File: src/rtl/sdram_request_arbiter.sv
// Two-channel round-robin arbiter in front of the SDRAM controller command port.
// One command in flight; read data routed back to the issuing channel.
module sdram_request_arbiter #(
    parameter int ADDR_W         = 25,
    parameter int DATA_W         = 16,
    parameter int TIMEOUT_CYCLES = 1024
) (
    input  logic                  clock_50Mhz,
    input  logic                  reset,

    input  logic [1:0]            req_valid,
    input  logic [1:0]            req_isWriting,
    input  logic [2*ADDR_W-1:0]   req_address,
    input  logic [2*DATA_W-1:0]   req_writeData,
    output logic [1:0]            req_ack,

    output logic [1:0]            rd_valid,
    output logic [DATA_W-1:0]     rd_data,

    output logic [ADDR_W-1:0]     sdram_inputAddress,
    output logic [DATA_W-1:0]     sdram_writeData,
    output logic                  sdram_isWriting,
    output logic                  sdram_inputValid,
    input  logic                  sdram_recievedCommand,
    input  logic                  sdram_outputValid,
    input  logic [DATA_W-1:0]     sdram_readData,
    input  logic                  sdram_isBusy,

    output logic                  grant_owner,
    output logic                  arb_busy,
    output logic                  timeout_error
);

    typedef enum logic [1:0] {
        IDLE      = 2'd0,
        ISSUE     = 2'd1,
        WAIT_READ = 2'd2
    } arbState_t;

    localparam int TIMER_W =
        (TIMEOUT_CYCLES > 1) ? $clog2(TIMEOUT_CYCLES) : 1;
    localparam logic [TIMER_W-1:0] TIMER_LAST =
        TIMER_W'(TIMEOUT_CYCLES - 1);

    arbState_t          state;
    logic               lastGrant;
    logic [TIMER_W-1:0] readTimer;

    logic               winner;
    logic [ADDR_W-1:0]  winnerAddress;
    logic [DATA_W-1:0]  winnerData;
    logic               winnerIsWriting;
    logic [1:0]         ownerMask;

    // Pick the channel to serve: alternate under contention, else the lone requester.
    always_comb begin
        winner          = 1'b0;
        winnerAddress   = '0;
        winnerData      = '0;
        winnerIsWriting = 1'b0;
        if (req_valid == 2'b11) begin
            winner = ~lastGrant;
        end else begin
            winner = req_valid[1];
        end
        if (winner) begin
            winnerAddress   = req_address[2*ADDR_W-1:ADDR_W];
            winnerData      = req_writeData[2*DATA_W-1:DATA_W];
            winnerIsWriting = req_isWriting[1];
        end else begin
            winnerAddress   = req_address[ADDR_W-1:0];
            winnerData      = req_writeData[DATA_W-1:0];
            winnerIsWriting = req_isWriting[0];
        end
    end

    // One-hot view of the owning channel, used for ack and read-data routing.
    always_comb begin
        ownerMask = grant_owner ? 2'b10 : 2'b01;
    end

    // Arbitration FSM; every output is a register so the controller sees clean levels.
    always_ff @(posedge clock_50Mhz) begin
        if (reset) begin
            state              <= IDLE;
            lastGrant          <= 1'b1;
            readTimer          <= '0;
            req_ack            <= 2'b00;
            rd_valid           <= 2'b00;
            rd_data            <= '0;
            sdram_inputAddress <= '0;
            sdram_writeData    <= '0;
            sdram_isWriting    <= 1'b0;
            sdram_inputValid   <= 1'b0;
            grant_owner        <= 1'b0;
            arb_busy           <= 1'b0;
            timeout_error      <= 1'b0;
        end else begin
            req_ack  <= 2'b00;
            rd_valid <= 2'b00;

            case (state)
                IDLE: begin
                    if ((req_valid != 2'b00) && !sdram_isBusy) begin
                        sdram_inputAddress <= winnerAddress;
                        sdram_writeData    <= winnerData;
                        sdram_isWriting    <= winnerIsWriting;
                        sdram_inputValid   <= 1'b1;
                        grant_owner        <= winner;
                        lastGrant          <= winner;
                        arb_busy           <= 1'b1;
                        state              <= ISSUE;
                    end
                end

                ISSUE: begin
                    if (sdram_recievedCommand) begin
                        sdram_inputValid <= 1'b0;
                        req_ack          <= ownerMask;
                        if (sdram_isWriting) begin
                            arb_busy <= 1'b0;
                            state    <= IDLE;
                        end else begin
                            readTimer <= '0;
                            state     <= WAIT_READ;
                        end
                    end
                end

                WAIT_READ: begin
                    if (sdram_outputValid) begin
                        rd_data  <= sdram_readData;
                        rd_valid <= ownerMask;
                        arb_busy <= 1'b0;
                        state    <= IDLE;
                    end else if (readTimer == TIMER_LAST) begin
                        timeout_error <= 1'b1;
                        arb_busy      <= 1'b0;
                        state         <= IDLE;
                    end else begin
                        readTimer <= readTimer + 1'b1;
                    end
                end

                default: begin
                    sdram_inputValid <= 1'b0;
                    arb_busy         <= 1'b0;
                    state            <= IDLE;
                end
            endcase
        end
    end

endmodule

File: config.mk
export PLATFORM = sky130hd
export DESIGN_NAME = sdram_request_arbiter
export DESIGN_NICKNAME = d
export VERILOG_FILES = /design/src/rtl/sdram_request_arbiter.sv
export SDC_FILE = /design/constraint.sdc
export NUM_CORES = 1
export LEC_CHECK = 0
export ABC_CLOCK_PERIOD_IN_PS = 1500
export CORE_AREA = 8 8 107 109
export DETAILED_ROUTE_END_ITERATION = 6
export DIE_AREA = 0 0 115 117
export PLACE_DENSITY = 0.85
export SLEW_MARGIN = 10
export SYNTH_ARGS = -nofsm -noshare
export SYNTH_HDL_FRONTEND = slang
export SYNTH_SLANG_ARGS = --single-unit
File: constraint.sdc
create_clock -name clock_50Mhz -period 1.5 [get_ports clock_50Mhz]
set_input_delay 0.225 -clock clock_50Mhz [delete_from_list [all_inputs] [get_ports clock_50Mhz]]
set_output_delay 0.225 -clock clock_50Mhz [all_outputs]
set_load 0.05 [all_outputs]
==> impl_metrics.env <==
export IMPL_power_density_mw_per_mm2=953
export IMPL_synth_cell_type_count=45
export IMPL_hold_violations=0
export IMPL_grt_max_degree=68
export IMPL_power_leakage_nw=2.35
export IMPL_tightest_slew_ns=0.392
export IMPL_cp_max_fo=8
export IMPL_dpl_worst_slack_ns=-0.382
export IMPL_via_per_inst=4.98
export IMPL_clock_latency_ns=0.33
export IMPL_yosys_top_cells_area="dfxtp_1, mux2i_1, a211oi_1"
export IMPL_post_drt_wl_per_cell_um=16.2
export IMPL_fin_crit_ns=1.58
export IMPL_path_clk_slew_ns=0.08
export IMPL_htreeDepth=3
export IMPL_whs_ns=0.383
export IMPL_grt_pass1_wl_um=18000
export IMPL_max_freq_mhz=634
export IMPL_io_buffers=172
export IMPL_crit_type="reg2reg"
export IMPL_fin_nets=686
export IMPL_ioPinCount=173
export IMPL_yosysSeqAreaShare=0.461
export IMPL_cts_tree="built"
export IMPL_cts_root_buf="clkbuf_8"
export IMPL_core_area_mm2=0.00991
export IMPL_yosys_warnings=0
export IMPL_maxSlewHeadroom=0.736
export IMPL_critPathMaxStageDelay_ns=0.37
export IMPL_die_y_um=117
export IMPL_syn_nets=481
export IMPL_slew_violations=0
export IMPL_ant_nets=0
export IMPL_instances_no_fill=719
export IMPL_area_delta_synth_final_pct=75.3
export IMPL_irDropWorstVdd_mv=0.530
export IMPL_die_area_mm2=0.0135
export IMPL_status="complete, but fails checks"
export IMPL_drive_above_1_share=0.293
export IMPL_dp_hpwl_um=8490
export IMPL_cts_buffers=9
export IMPL_cp_cell_sequence="buf_12 -> nor4bb_4 -> buf_4 -> nor4_4 -> buf_6 -> o31ai_2 -> a21oi_1"
export IMPL_drt_iter0_markers=115
export IMPL_worstHoldPathCells=3
export IMPL_most_common_layout_cells="clkdlybuf4s50_1, buf_4, dfxtp_1"
export IMPL_fin_skew_ns=0.00791
export IMPL_chipWidth_um=115
export IMPL_fin_crit_sh=1.05
export IMPL_grt_remaining_overflow=0
export IMPL_hold_class="in2reg"
export IMPL_grt_pass1_vias=3743
export IMPL_synth_ff_type="dfxtp_1"
export IMPL_syn_inst=373
export IMPL_async_reset_ff_frac=0
export IMPL_synth_area_per_cell_um2=9.20
export IMPL_antenna_found_initial=0
export IMPL_start_kind="flip-flop"
export IMPL_violations="negative setup slack"
export IMPL_setup_ws_ns=-0.0775
export IMPL_syn_area_mm2=0.00343
export IMPL_fill_cells=838
export IMPL_vias=3580
export IMPL_place_inst=685
export IMPL_final_util=0.607
export IMPL_synth_seq_cells=79
export IMPL_start_util=0.346
export IMPL_synth_edff_count=0
export IMPL_remaining_drc_errors=0
export IMPL_cp_slowest_cell="dfxtp_4"
export IMPL_drtPass1Iterations=6
export IMPL_final_setup_viol_count=38
export IMPL_rows=37
export IMPL_layout_cells_most_common="clkdlybuf4s50_1"
export IMPL_critPathRequiredTime_ns=1.72
export IMPL_cts_hold_buf=0
export IMPL_cts_sinks=79
export IMPL_antenna_cells=0
export IMPL_gp_congestion=0.809
export IMPL_wl_um=11600
export IMPL_cp_end_kind="flip-flop"
export IMPL_r2r_worst_path_cells=7
export IMPL_yosys_area_top_type="dfxtp_1"
export IMPL_arrival_ns=1.79
export IMPL_drv_cap=0
export IMPL_setup_tns_ns=-0.870
export IMPL_track_usage=0.167
export IMPL_synth_top_area_share=0.461
export IMPL_cts_path_max_buffers=2
export IMPL_grt_setup_unrepaired="true"
## state kept, by name, summed over array words and instances, names as in the netlist, 2 cells and up
signal and flops:
state 2, rd_data 16, sdram_inputAddress 25, rd_valid 2, req_ack 2, readTimer 10, sdram_writeData 16
## critical path, delay by kind of cell (launching register included)
kind / cells / cell delay (ns)
AO/OA/AOI/OAI: 2 / 0.30
buffers and inverters: 3 / 0.45
flip-flops: 1 / 0.37
AND/OR/NAND/NOR: 2 / 0.34
## final timing paths
check / from / to / slack (ns)
setup / recovery: state[1] / readTimer[2] / -0.08
hold / removal: reset / sdram_inputValid / 0.38
setup reg to reg: state[1] / readTimer[2] / -0.08
hold reg to reg: rd_data[1] / rd_data[1] / 0.46
## where the power goes
part	leakage, nW	total [mW]	internal [mW]	switching [mW]
clock	0.107	1.71	0.943	0.764
combinational	1.60	1.71	0.796	0.910
sequential	0.650	2.32	2.23	0.0892
total	2.35	5.73	3.97	1.76
## metal layers
| metal | up-vias | part of all wire | global-route usage |
|---|---|---|---|
| met5 | - | 0 | 0 |
| met3 | 19 | 0.088 | 0.0693 |
| met2 | 131 | 0.50 | 0.290 |
| met1 | 1675 | 0.40 | 0.180 |
| met4 | 0 | 0.019 | 0.0622 |
| li1 | 1755 | - | - |
## final cells by class
type | count | area (um^2) | share of cell area
clock buffers | 11 | 131 | 0.0218
clock inverters | 5 | 82.6 | 0.0137
inverters | 2 | 7.51 | 0.00125
multi-input cells | 261 | 1810 | 0.302
flip-flops and latches | 79 | 1590 | 0.265
well taps | 136 | 170 | 0.0283
repair buffers | 225 | 2220 | 0.368
## what timing repair did
action,4_1_cts,5_1_grt
pin swaps,14,13
setup buffers,9,5
resized for setup,15,23
endpoints found under the setup margin,66,70
gates cloned,3,1
## synthesized netlist by cell type, types with 3 or more instances
library cell and count:
o31ai_1 4, a211oi_1 43, dfxtp_1 79, o21ai_0 7, nor2_1 48, clkbuf_1 13
mux2i_1 43, buf_2 15, a311oi_1 4, nand2_1 41, a21oi_1 27, nor3_1 3
nand3_1 5
## kinds of logic after synthesis
family,after synthesis,share of synthesized area
adders and majority gates,1,0.00365
AOI/OAI and AO/OA,94,0.184
DFF,79,0.461
buffers and inverters,33,0.0459
muxes,43,0.125
and+or+nand+nor,123,0.180
## per-stage QoR
stage	cell area, um^2	total power [mW]
after detailed placement	5450	3.91
after global routing	6020	5.98
after CTS	5880	5.72
after global placement	5450	3.87
final	6020	5.73
after floorplan	3460	3.20
No activity file was read; power rests on OpenSTA's default activity.
